### src/rtl/matdet_seq.sv
// Sequential determinant engine: enumerates permutations with iterative Heap's
// algorithm and accumulates signed products (Leibniz formula) modulo 2^DATA_WIDTH.
module matdet_seq #(
  parameter int DATA_WIDTH = 8,
  parameter int MAX_N      = 6
) (
  input  logic                                clk,
  input  logic                                rst_n,
  input  logic                                start,
  input  logic [$clog2(MAX_N+1)-1:0]          n,
  input  logic [MAX_N*MAX_N*DATA_WIDTH-1:0]   a,
  output logic                                busy,
  output logic                                done,
  output logic [DATA_WIDTH-1:0]               det,
  output logic                                err
);

  localparam int NW = $clog2(MAX_N + 1);
  localparam int IW = (MAX_N > 1) ? $clog2(MAX_N * MAX_N) : 1;
  localparam logic [NW-1:0] NMAX = NW'(MAX_N);

  typedef enum logic [2:0] {IDLE, MUL, ACC, NEXT, DONE} state_t;

  state_t                 state;
  logic [DATA_WIDTH-1:0]  m [MAX_N*MAX_N];
  logic [NW-1:0]          p [MAX_N];
  logic [NW-1:0]          c [MAX_N];
  logic [NW-1:0]          nl;
  logic [NW-1:0]          k;
  logic [NW-1:0]          i;
  logic                   neg;
  logic [DATA_WIDTH-1:0]  prod;
  logic [DATA_WIDTH-1:0]  acc;
  logic [DATA_WIDTH-1:0]  elem;
  logic [IW-1:0]          eidx;

  // Element a[k][p[k]] of the latched matrix for the current product term.
  always_comb begin
    eidx = IW'(k * MAX_N) + IW'(p[k]);
    elem = m[eidx];
  end

  always_ff @(posedge clk) begin
    if (!rst_n) begin
      state <= IDLE;
      busy  <= 1'b0;
      done  <= 1'b0;
      det   <= '0;
      err   <= 1'b0;
      nl    <= '0;
      k     <= '0;
      i     <= '0;
      neg   <= 1'b0;
      prod  <= '0;
      acc   <= '0;
      for (int unsigned j = 0; j < MAX_N; j++) begin
        p[j] <= '0;
        c[j] <= '0;
      end
      for (int unsigned j = 0; j < MAX_N*MAX_N; j++) begin
        m[j] <= '0;
      end
    end else begin
      done <= 1'b0;
      case (state)
        IDLE: begin
          if (start) begin
            nl   <= n;
            busy <= 1'b1;
            k    <= '0;
            i    <= NW'(1);
            neg  <= 1'b0;
            prod <= DATA_WIDTH'(1);
            acc  <= '0;
            for (int unsigned j = 0; j < MAX_N*MAX_N; j++) begin
              m[j] <= a[j*DATA_WIDTH +: DATA_WIDTH];
            end
            for (int unsigned j = 0; j < MAX_N; j++) begin
              p[j] <= NW'(j);
              c[j] <= '0;
            end
            if (n == '0) begin
              state <= DONE;
              done  <= 1'b1;
              det   <= DATA_WIDTH'(1);
              err   <= 1'b0;
            end else if (n > NMAX) begin
              state <= DONE;
              done  <= 1'b1;
              det   <= '0;
              err   <= 1'b1;
            end else begin
              state <= MUL;
            end
          end
        end
        MUL: begin
          prod <= prod * elem;
          if (k == nl - NW'(1)) state <= ACC;
          else                  k     <= k + NW'(1);
        end
        ACC: begin
          acc   <= neg ? (acc - prod) : (acc + prod);
          state <= NEXT;
        end
        NEXT: begin
          // done is raised on entry so det/err are valid throughout the DONE cycle.
          if (i == nl) begin
            state <= DONE;
            done  <= 1'b1;
            det   <= acc;
            err   <= 1'b0;
          end else if (c[i] < i) begin
            if (i[0] == 1'b0) begin
              p[0] <= p[i];
              p[i] <= p[0];
            end else begin
              p[c[i]] <= p[i];
              p[i]    <= p[c[i]];
            end
            c[i]  <= c[i] + NW'(1);
            i     <= NW'(1);
            neg   <= ~neg;
            k     <= '0;
            prod  <= DATA_WIDTH'(1);
            state <= MUL;
          end else begin
            c[i] <= '0;
            i    <= i + NW'(1);
          end
        end
        DONE: begin
          busy  <= 1'b0;
          state <= IDLE;
        end
        default: state <= IDLE;
      endcase
    end
  end

endmodule

### config.mk
export PLATFORM = sky130hd
export DESIGN_NAME = matdet_seq
export DESIGN_NICKNAME = d
export VERILOG_FILES = /design/src/rtl/matdet_seq.sv
export SDC_FILE = /design/constraint.sdc
export NUM_CORES = 1
export LEC_CHECK = 0
export CELL_PAD_IN_SITES_DETAIL_PLACEMENT = 1
export CELL_PAD_IN_SITES_GLOBAL_PLACEMENT = 1
export CORE_MARGIN = 2
export CORE_UTILIZATION = 50
export CTS_CLUSTER_DIAMETER = 60
export DETAILED_ROUTE_END_ITERATION = 8
export DONT_BUFFER_PORTS = 1
export PLACE_DENSITY = 0.76
export SLEW_MARGIN = 5
export SYNTH_ARGS = -nofsm -noshare
export SYNTH_HDL_FRONTEND = slang
export SYNTH_SLANG_ARGS = --single-unit
### constraint.sdc
create_clock -name clk -period 12.2 [get_ports clk]
set_input_delay 2.44 -clock clk [delete_from_list [all_inputs] [get_ports clk]]
set_output_delay 2.44 -clock clk [all_outputs]
set_load 0.02 [all_outputs]
==> impl_metrics.py <==
metrics = {
    "synthesis": {
        "synthAdderAreaFrac": 0.0375,
        "avgSynthCellArea_um2": 12.9,
        "async_flop_share": 0,
        "ys_warn_count": 0,
        "yosysSeqAreaShare": 0.569,
        "synth_mux_area_frac": 0.119,
        "synth.area.top_cells": "edfxtp_1 (52%), and2_1 (9.8%), mux4_2 (7.3%)",
        "yosys.area_share.simple": 0.162,
        "syn_nets": 1840,
        "synth_xor_area_frac": 0.0166,
        "synth_edf_count": 336,
        "yosys.area.top_type": "edfxtp_1",
        "synth_top_family_by_area": "simple AND/OR/NAND/NOR gates",
        "syn-cell-area_um2": 19300,
        "yosys.area.top_type_share": 0.521,
        "ys_types": 68,
        "synth_ff_type": "edfxtp_1",
        "ys_ff_latch": 382,
        "synth_compound_area_frac": 0.0651,
        "synthCells": 1497,
    },
    "clock_network": {
        "post_cts_buffers": 0,
        "cts_resized": 0,
        "clk_latency_ps": 580,
        "cts_buffer_depth": 3,
        "hold_buffers": 0,
        "clock-sinks": 382,
        "cts_tree": "built",
        "root_buffer": "clkbuf_16",
        "cts.clk_slew.worst_paths_ps": 60,
        "cts_max_level": 2,
        "cts_buffers": 43,
    },
    "placed_design": {
        "gp_congestion": 0.925,
        "hpwl_um": 38800,
        "dpl_cell_area_um2": 19700,
        "numPortBuffers": 0,
    },
    "setup_path": {
        "startpoint_type": "register",
        "r2r_setup_slack_ps": 3690,
        "reg2regPathDepth": 27,
        "cp_max_fo": 41,
        "worstSetupPathType": "reg2reg",
        "crit_required_ps": 12720,
        "cp_data_arrival_time_ps": 9030,
        "reg2reg_to": "prod[7]$_SDFFE_PN0P_",
        "critPathCaptureType": "register",
    },
    "floorplanning": {
        "fp.dieH_um": 201,
        "dieArea_um2": 40300,
        "core_area_um2": 38400,
        "io_pins": 305,
        "start_util": 0.504,
        "row_count": 72,
        "dieWidth_um": 201,
    },
    "global_route": {
        "grt_overflow": 0,
        "first_global_vias": 12700,
        "grt_max_degree": 159,
        "grt_pass1_wl_um": 79700,
        "antenna_found_initial": 14,
        "met1_usage": 0.339,
        "grtUsageTotal": 0.264,
        "gr-max-usage-layer": "met2",
        "grt_use_met2": 0.451,
        "met3_usage": 0.0588,
    },
    "route": {
        "viasPerCell": 5.89,
        "wl_per_cell_um": 26.0,
        "drc": 0,
        "drt_wl_total_um": 52700,
        "vias": 11900,
        "drt_first_pass_iters": 5,
        "final_antenna_net_count": 0,
        "dr.first_iter.drc_count": 791,
    },
    "sta": {
        "timing.final.max_slew_violations": 0,
        "period_share": 0.698,
        "setup_viol": 0,
        "setup_tns_ps": 0,
        "rsz0062_at_grt": "no",
        "hold_viol": 0,
        "slew_headroom": 0.206,
        "max_freq_mhz": 117,
        "finClkSkew_ps": 13.0,
        "period_minus_slack_ps": 8510,
        "tightestPinTransition_ps": 1190,
    },
    "finish": {
        "drive_gt1_frac": 0.106,
        "area_growth_pct": 9.16,
        "finalNetCount": 1811,
        "postLayoutCellArea_um2": 21100,
        "fin_util": 0.550,
    },
    "pwr": {
        "max-vdd-ir-drop_mv": 0.128,
        "p_per_area_nw_per_um2": 169,
        "sw_frac_of_total": 0.283,
        "seqPwrFrac": 0.468,
        "p_int_mw": 2.55,
        "comb_power_share": 0.183,
        "power.switching_mw": 1.01,
        "p_leak_nw": 8.00,
        "clockPowerShare": 0.349,
    },
    "worst_hold_path": {
        "hold_path.class": "reg2reg",
        "worstHoldStart": "nl[1]$_SDFFE_PN0P_",
        "hold_end": "nl[1]$_SDFFE_PN0P_",
        "hold_depth": 2,
    },
    "status": {
        "status": "completed",
    },
    "job": {
        "maxCapViolCount": 0,
    },
}
registers in the layout (all words and copies together) (netlist names), named ones only:
name / count
acc: 8
prod: 8
state: 3
neg: 1
p: 24
done: 1
nl: 3
k: 3
det: 8
err: 1
i: 3
busy: 1
c: 24
m: 288
Yosys cell counts, types with 16 or more instances:
library cell	count
nand3_1	19
nor2b_1	25
nor2_1	94
a22oi_1	23
inv_1	49
clkbuf_1	64
ha_1	34
dfxtp_1	46
mux4_2	63
nand2_1	75
edfxtp_1	336
nor3_1	22
mux2i_1	62
o21ai_0	16
a21oi_1	32
and2_1	302
xnor2_1	29
worst max-delay path by stage:
stage	from	endpoint	depth (start not counted)
final	register	prod[7]$_SDFFE_PN0P_	27
after global routing	register	prod[7]$_SDFFE_PN0P_	27
after CTS	register	prod[7]$_SDFFE_PN0P_	27
after global placement	register	prod[7]$_SDFFE_PN0P_	27
after detailed placement	register	prod[7]$_SDFFE_PN0P_	27
after floorplan	start	m[0][0]$_SDFFCE_PN0P_	5
per-stage QoR:
step	hold WS (ps)	power [mW]	setup slack (ps)	std cells
final	510	3.56	3690	2030
after global routing	548	3.70	3160	2027
after CTS	516	3.58	3750	2020
after global placement	490	2.32	3930	1941
after floorplan	469	2.16	2910	1497
after detailed placement	505	2.35	3740	1941
power groups by stage:
stage               Clock [mW]  Combinational [mW]  Sequential (mW)
floorplan                    0               0.489             1.67
global placement             0               0.639             1.68
detailed placement           0               0.653             1.69
CTS                       1.26               0.657             1.67
global route              1.31               0.713             1.68
finish                    1.24               0.653             1.67
cell families (layout without fill, tap and decap cells):
| kind of cell | count (synthesis) | after routing |
|---|---|---|
| xor gates and xnor gates | 35 | 35 |
| other | 0 | 10 |
| adders and majority gates | 49 | 49 |
| buffers and inverters | 139 | 144 |
| muxes | 140 | 140 |
| AOI/OAI and AO/OA | 179 | 179 |
| and+or+nand+nor | 573 | 573 |
| DFF | 382 | 382 |
layer usage:
layer / part of all wire / vias to the layer above / wire, um
met5: 0.00087 / - / 46
met4: 0.025 / 8 / 1340
met3: 0.062 / 83 / 3250
met2: 0.50 / 400 / 26300
met1: 0.41 / 6033 / 21800
li1: - / 5424 / -
critical path: stages (launching register included):
cell	delay (ps)
dfxtp_1	630
mux4_1	610
mux2_2	300
ha_4	170
fa_2	550
buf_4	530
clkinv_1	480
a221oi_1	360
a21oi_1	140
a211oi_1	550
and2_1	230
fa_1	170
inv_1	50
fa_1	470
inv_1	60
fa_1	520
inv_1	50
fa_1	470
inv_1	40
ha_1	300
a21oi_1	180
xnor2_1	200
o211ai_1	140
o41a_1	350
a311oi_1	370
o211ai_1	180
a211oi_1	210
nand3b_1	130
layout by cell type, fill, tap and decap left out, types with 10 or more instances in the layout:
cell type and instances:
o22ai_1 12, o21ai_0 16, and2_1 302, o211ai_1 11
edfxtp_1 336, ha_1 33, a21oi_1 32, a31oi_1 11
buf_4 12, nor2_1 94, nor2b_1 25, fa_1 14
clkinv_1 16, nor3_1 22, dfxtp_1 46, mux4_2 62
nand2_1 75, a22oi_1 23, nand3_1 19, xnor2_1 28
mux2i_1 62, diode_2 10, a22o_1 10, clkbuf_16 44
inv_1 48
layout make-up:
class,instances,area [um^2]
clock buffers,52,1140
clock inverters,27,215
multi-input cells,976,7780
fillers,3848,17300
flip-flops and latches,382,11000
repair buffers,12,90.1
diodes,10,25.0
well taps,518,648
inverters,53,206
Power figures use the tool's default switching activity.
